[src/rtl/vga_scanout.sv]
// vga_scanout: VGA timing generator and framebuffer reader.
// Counter -> address/flags -> RAM -> registered pins, latency 3.
module vga_scanout #(
  parameter int          H_ACTIVE = 640,
  parameter int          H_FP     = 16,
  parameter int          H_SYNC   = 96,
  parameter int          H_BP     = 48,
  parameter int          V_ACTIVE = 480,
  parameter int          V_FP     = 10,
  parameter int          V_SYNC   = 2,
  parameter int          V_BP     = 33,
  parameter int          IMG_X0   = 192,
  parameter int          IMG_Y0   = 112,
  parameter logic [23:0] BORDER   = 24'h202020
) (
  input  logic        CLK,
  input  logic        RST,
  output logic [15:0] RADDR,
  input  logic [23:0] RDATA,
  output logic [7:0]  VGA_R,
  output logic [7:0]  VGA_G,
  output logic [7:0]  VGA_B,
  output logic        VGA_HS,
  output logic        VGA_VS,
  output logic        VGA_BLANK_N,
  output logic        VBLANK_START
);

  localparam int H_TOTAL = H_ACTIVE + H_FP + H_SYNC + H_BP;
  localparam int V_TOTAL = V_ACTIVE + V_FP + V_SYNC + V_BP;
  localparam int HW      = $clog2(H_TOTAL);
  localparam int VW      = $clog2(V_TOTAL);
  localparam int HS0     = H_ACTIVE + H_FP;
  localparam int HS1     = HS0 + H_SYNC;
  localparam int VS0     = V_ACTIVE + V_FP;
  localparam int VS1     = VS0 + V_SYNC;

  localparam logic [HW-1:0] H_LAST = HW'(H_TOTAL - 1);
  localparam logic [VW-1:0] V_LAST = VW'(V_TOTAL - 1);

  logic [HW-1:0] h;
  logic [VW-1:0] v;

  always_ff @(posedge CLK) begin
    if (RST) begin
      h <= '0;
      v <= '0;
    end else if (h == H_LAST) begin
      h <= '0;
      v <= (v == V_LAST) ? '0 : v + VW'(1);
    end else begin
      h <= h + HW'(1);
    end
  end

  logic [31:0] hx;
  logic [31:0] vx;
  logic        c_act;
  logic        c_win;
  logic        c_hs;
  logic        c_vs;
  logic        c_vbs;
  logic [15:0] c_addr;

  // Window bounds are tested on raw h/v so nothing left of or
  // above the image aliases into it through the 8-bit offsets.
  always_comb begin
    hx     = 32'(h);
    vx     = 32'(v);
    c_act  = (hx < H_ACTIVE) && (vx < V_ACTIVE);
    c_win  = c_act
          && (hx >= IMG_X0) && (hx < IMG_X0 + 256)
          && (vx >= IMG_Y0) && (vx < IMG_Y0 + 256);
    c_addr = 16'h0000;
    if (c_win)
      c_addr = {8'(vx - 32'(IMG_Y0)), 8'(hx - 32'(IMG_X0))};
    c_hs   = !((hx >= HS0) && (hx < HS1));
    c_vs   = !((vx >= VS0) && (vx < VS1));
    c_vbs  = (hx == 0) && (vx == V_ACTIVE);
  end

  logic s1_vld, s1_act, s1_win, s1_hs, s1_vs, s1_vbs;

  always_ff @(posedge CLK) begin
    if (RST) begin
      s1_vld <= 1'b0;
      s1_act <= 1'b0;
      s1_win <= 1'b0;
      s1_hs  <= 1'b1;
      s1_vs  <= 1'b1;
      s1_vbs <= 1'b0;
      RADDR  <= 16'h0000;
    end else begin
      s1_vld <= 1'b1;
      s1_act <= c_act;
      s1_win <= c_win;
      s1_hs  <= c_hs;
      s1_vs  <= c_vs;
      s1_vbs <= c_vbs;
      RADDR  <= c_addr;
    end
  end

  logic s2_vld, s2_act, s2_win, s2_hs, s2_vs, s2_vbs;

  always_ff @(posedge CLK) begin
    if (RST) begin
      s2_vld <= 1'b0;
      s2_act <= 1'b0;
      s2_win <= 1'b0;
      s2_hs  <= 1'b1;
      s2_vs  <= 1'b1;
      s2_vbs <= 1'b0;
    end else begin
      s2_vld <= s1_vld;
      s2_act <= s1_act;
      s2_win <= s1_win;
      s2_hs  <= s1_hs;
      s2_vs  <= s1_vs;
      s2_vbs <= s1_vbs;
    end
  end

  logic [23:0] pix;

  always_comb begin
    pix = 24'h000000;
    unique case (1'b1)
      s2_win:             pix = RDATA;
      (s2_act && !s2_win): pix = BORDER;
      default:            pix = 24'h000000;
    endcase
  end

  always_ff @(posedge CLK) begin
    if (RST || !s2_vld) begin
      {VGA_R, VGA_G, VGA_B} <= 24'h000000;
      VGA_HS       <= 1'b1;
      VGA_VS       <= 1'b1;
      VGA_BLANK_N  <= 1'b0;
      VBLANK_START <= 1'b0;
    end else begin
      {VGA_R, VGA_G, VGA_B} <= pix;
      VGA_HS       <= s2_hs;
      VGA_VS       <= s2_vs;
      VGA_BLANK_N  <= s2_act;
      VBLANK_START <= s2_vbs;
    end
  end

endmodule

[config.mk]
export PLATFORM = sky130hd
export DESIGN_NAME = vga_scanout
export DESIGN_NICKNAME = d
export VERILOG_FILES = /design/src/rtl/vga_scanout.sv
export SDC_FILE = /design/constraint.sdc
export NUM_CORES = 1
export LEC_CHECK = 0
export ABC_AREA = 1
export CORE_ASPECT_RATIO = 0.7
export CORE_UTILIZATION = 50
export CTS_CLUSTER_SIZE = 8
export DETAILED_ROUTE_END_ITERATION = 12
export PLACE_DENSITY = 0.87
export SYNTH_ARGS = -nofsm -noshare
export SYNTH_HDL_FRONTEND = slang
export SYNTH_SLANG_ARGS = --single-unit
[constraint.sdc]
create_clock -name CLK -period 4.3 [get_ports CLK]
set_clock_uncertainty 0.2 [all_clocks]
set_input_delay 0.645 -clock CLK [delete_from_list [all_inputs] [get_ports CLK]]
set_output_delay 0.645 -clock CLK [all_outputs]
set_load 0.02 [all_outputs]
== Word level (Yosys, flattened, before mapping) ==
Cells that the tools add are included.
Operators by class
  add/subtract/negate cells: 4
  order comparisons: 10
  equal/unequal tests: 3
  muxes and demuxes: 3
  bitwise logic cells: 1
  reductions and logical operators: 17
Operators by type and width (number)
  24-bit one-hot mux with 2 select lines: 1
  10-bit by 9-bit < comparator with 1-bit output, second input constant: 4
  10-bit by 1-bit adder with 10-bit output, second input constant: 2
  10-bit == test, second input constant: 2
  10-bit < comparator, second input constant: 2
  10-bit by 9-bit == test with 1-bit output, second input constant: 1
  10-bit greater-or-equal comparator, second input constant: 1
  10-bit by 7-bit greater-or-equal comparator with 1-bit output, second input constant: 1
  10-bit by 8-bit greater-or-equal comparator with 1-bit output, second input constant: 1
  10-bit by 9-bit greater-or-equal comparator with 1-bit output, second input constant: 1
  10-bit zero test: 1
  10-bit 2-to-1 mux: 1
  1-bit logical AND: 9
  8-bit by 7-bit subtractor with 8-bit output, second input constant: 1
  8-bit subtractor, second input constant: 1
  1-bit zero test: 4
  2-bit OR reduction: 2
  1-bit logical OR: 1
  1-bit 2-to-1 mux: 1
  1-bit inverter: 1
Storage, ports and cells
  register bits: 76
  output and inout port bits: 44
  logic and storage cells: 60

== Depth between registers and ports, before layout ==
  word-level depth: 8
  gate-level depth with buffers: 11
  gate-level depth less buffers: 11

== Least setup slack after synthesis ==
No wires, ideal clock.
  kind: input to register
  from: input port RST
  to: register RADDR[6]
  arrival time: 1422 ps
  data required time: 4039 ps
  setup slack: 2616 ps
  stages: 9
  path buffers: 2
  cell sequence: buf_6 clkinv_4 nand2_4 nor2_2 o21ai_2 nor2_4 nand2_4 buf_12 nor2_4
Between the ends
  cells in the longest elaborated chain, start to end: 1
Ends and longest elaborated chain
  start, declared: RTL line 17  | input logic RST,
  2-bit OR reduction (no line)
  end signal, assigned: RTL line 100  | RADDR <= c_addr;
  end, declared: RTL line 18  | output logic [15:0] RADDR,
No other way between the ends.
A chain may end at the register's enable or synchronous reset.

== Worst setup path after layout ==
  from: input port RST
  to: register VGA_R[5]
Between the ends
  cells in the longest elaborated chain, start to end: 1
Ends and longest elaborated chain
  1-bit logical OR: RTL line 136  | if (RST || !s2_vld) begin
  end signal, assigned: RTL line 143  | {VGA_R, VGA_G, VGA_B} <= pix;
  end, declared: RTL line 20  | output logic [7:0] VGA_R,
No other way between the ends.

==> summary.md <==
| Metric | Value |
|---|---|
| Outcome | `completed` |
| Crit-path most repeated cell | `nand2_1` |
| Nets in the synthesized netlist | `approximately 390` |
| Number of core rows | `22` |
| Dominant cell type by area after synthesis | `dfxtp_1` |
| Overall die height | `roughly 66 um` |
| Final Setup Violations | `0` |
| Critical Path End Type | `flip-flop` |
| Overflow left after global routing | `0` |
| Post-route worst hold slack | `between 0.2 and 0.25 ns` |
| Core Area | `approximately 5500 sq um` |
| Routed WL | `between 6 and 7 mm` |
| Type of the most critical hold path | `reg2reg` |
| Number of violations reported at the end of detailed-routing iteration 0 | `between 100 and 150` |
| Total I/O pin count | `70` |
| Placer congestion estimate | `about 0.89` |
| Leading cell types by total area after synthesis | `dfxtp_1, nand2_1, nor2_1, inv_1, ha_1` |
| Signal arrival time at the worst endpoint | `about 2.6 ns` |
| Total negative setup slack | `0 ns` |
| Routed WL per cell | `approximately 12 um` |
| Cell variety after synth | `29` |
| Number of cells upsized or downsized after cts | `0` |
| Worst path slowest cell | `clkdlybuf4s50_1` |
| Vias in the first global route | `2184` |
| Final HPWL DP | `around 4.4 mm` |
| Max stage delay on crit path | `between 0.7 and 0.8 ns` |
| Pre-CTS worst setup slack | `1.40 ns` |
| Wire length of the first global-routing pass | `9.92 mm` |
| Latest clock arrival within the worst-skew pair | `0.36 ns` |
| Clock buffer depth | `2` |
| Unrepaired setup endpoints after global routing | `no` |
| Internal | `951 uW` |
| IR drop worst, VDD | `around 0.20 mV` |
| Layout filler cell count | `just over 400` |
| Sequential cell area | `between 1500 and 2000 sq um` |
| Peak clock frequency supported by timing | `a little under 0.4 GHz` |
| Average size of a mapped cell | `between 8 and 9 sq um` |
| DRC violations left | `0` |
| Worst R2R Setup Slack | `around 2.1 ns` |
| Number of buffers created by CTS | `9` |
| Number of sinks handled by clock tree synthesis | `between 70 and 80` |
| Diodes inserted | `0` |
| Net Sw Frac | `24.3%` |
| CTS tree | `yes` |
| Actual transition at the worst max-transition pin | `0.804 ns` |
| Area share of the largest cell type after synthesis | `between 50 and 60%` |
| Die area | `slightly above 6000 sq um` |
| Synthesized cell area | `2950 sq um` |
| Count of port buffers added during placement | `~70` |
| Cell-by-cell trace of the critical path | `clkdlybuf4s50_1 -> clkinv_4 -> nand2_1 -> inv_1 -> nand2_1 -> nand2_1` |
| Power dissipated by switching net loads | `around 310 uW` |
| Crit path launch type | `primary input` |
| Clock share of power | `between 30% and 40%` |
| Maximum number of pins on one net before global-route repair | `27` |
| Count of max-cap constraint violations | `0` |
| Count of nets left with antenna violations after detail routing | `0` |
| Final setup margin | `about 1.8 ns` |
| LEAKAGE | `0.00150 uW` |
| GRT Overall Usage | `21.7%` |
| Post-synthesis cell count | `roughly 360` |
| Share of the clock period used by the worst path after layout | `between 50 and 60%` |
| Fraction of layout instances using a drive strength above 1 | `around a tenth` |
| Clock transition at the register clock pins on the worst setup and hold paths after CTS | `0.08 ns` |
| CP Class | `in2reg` |
| Root Buffer | `clkbuf_8` |
| Average vias per placed instance | `between 4 and 5` |
| Final Max Tran Viols | `0` |
| Number of antenna violations at the first check in global routing | `0` |
| Floorplan die width | `approximately 94 um` |
| Count of TritonRoute iterations in the first routing pass | `5` |
| Count of hold-fix buffers inserted at cts | `0` |
| Shortest period the worst path allows | `2.52 ns` |
| H-Tree Depth | `3` |
| Required @ worst endpoint | `about 4.4 ns` |
| Logic gate share of total power | `around 3.8%` |
| Number of nets at the end of the flow | `between 400 and 500` |
| Initial Util | `54.1%` |
| Post-synthesis sequential area ratio | `around half` |
| Register bit total from synthesis | `76` |
| Seq pwr share | `between 50% and 60%` |
| Fin. Hold Viols | `0` |
| Multi-input gate area in the final layout | `between 1000 and 1500 sq um` |
| Number of vias after detailed routing | `between 2000 and 2500` |
| P per Cell Area | `between 300 and 400 nW/um^2` |
| Number of warnings issued by yosys | `0` |
| Setup Buffers After CTS | `0` |
| Slew Limit Headroom | `46.3%` |
| Layout overhead on the synthesized area | `29.9%` |
| Highest fanout seen on the critical path | `26` |
## cell usage in the layout, fill, tap and decap left out, drive strengths merged
cell type | Yosys | layout
a21oi | 9 | 9
nand4 | 6 | 6
clkdlybuf4s50 | 0 | 69
clkinvlp | 0 | 2
clkinv | 1 | 2
o22ai | 1 | 1
nand3 | 20 | 20
nor4 | 1 | 1
xor2 | 4 | 4
inv | 41 | 45
clkbuf | 3 | 9
nor3b | 1 | 1
o21ai | 4 | 4
or2 | 5 | 5
nor2 | 75 | 75
ha | 10 | 10
nand2 | 86 | 86
nand3b | 1 | 1
dfxtp | 76 | 76
nor3 | 7 | 7
## worst paths after layout
path,cells after the start,start,endpoint
worst min-delay path,2,s1_win,s2_win
worst min register to register,2,s1_win,s2_win
worst max register to register,11,h[6],v[3]
worst max-delay path,6,RST,VGA_R[5]
## power groups by stage
stage / logic, uW / clock network, uW / registers (uW)
4_1_cts: 47.9 / 510 / 712
2_1_floorplan: 19.1 / 0 / 728
5_1_grt: 51.2 / 550 / 713
6_report: 47.8 / 497 / 712
3_3_place_gp: 46.1 / 0 / 728
3_5_place_dp: 47.2 / 0 / 728
## synthesized netlist by cell type, drive strengths merged
cell and count:
o22ai 1, ha 10, dfxtp 76, nor3b 1
nor3 7, nor4 1, nand3 20, inv 41
nand4 6, nand3b 1, nand2 86, buf 7
nor2 75, clkinv 1, a21oi 9, or2 5
clkbuf 3, o21ai 4, xor2 4
## state kept, by name (all words and copies together) (netlist names), 8 cells and up
signal	cells
VGA_R	8
VGA_B	8
VGA_G	8
h	10
RADDR	16
v	10
## routing by layer
metal | GRT usage [%] | up-vias | wire (um)
met1 | 27.6 | 1083 | 2870
met4 | 8.08 | 0 | 116
li1 | - | 1239 | -
met2 | 32.7 | 106 | 2600
met5 | 0 | - | 0
met3 | 9.43 | 16 | 590
## metrics by stage
stage / area, sq um / util, % / instances / power [uW]
after global placement: 3650 / 66.9 / 489 / 774
after floorplan: 2950 / - / 358 / 747
after detailed placement: 3650 / 66.9 / 489 / 775
final: 3830 / 70.2 / 505 / 1260
after CTS: 3830 / 70.2 / 505 / 1270
after global routing: 3830 / 70.2 / 505 / 1310
## final cells by class
class,instances,share of cell area [%]
Clock buffer,9,3.24
Tap cell,72,2.35
Sequential cell,76,39.8
Clock inverter,7,1.44
Inverter,42,4.25
Multi-Input combinational cell,230,30.9
Timing Repair Buffer,69,18.0
## worst max-delay path: cells and delay by family
| family | cells | cell delay [ns] |
|---|---|---|
| buffers and inverters | 3 | 1.08 |
| AND/OR/NAND/NOR | 3 | 0.83 |
## kinds of logic after synthesis
group / after synthesis / synth area share, %
AOI/OAI and AO/OA: 14 / 2.55
buffers and inverters: 52 / 8.20
DFF: 76 / 51.6
and+or+nand+nor: 202 / 32.2
adders and majority gates: 10 / 4.25
xor gates and xnor gates: 4 / 1.19
(Power assumes the default switching activity.)
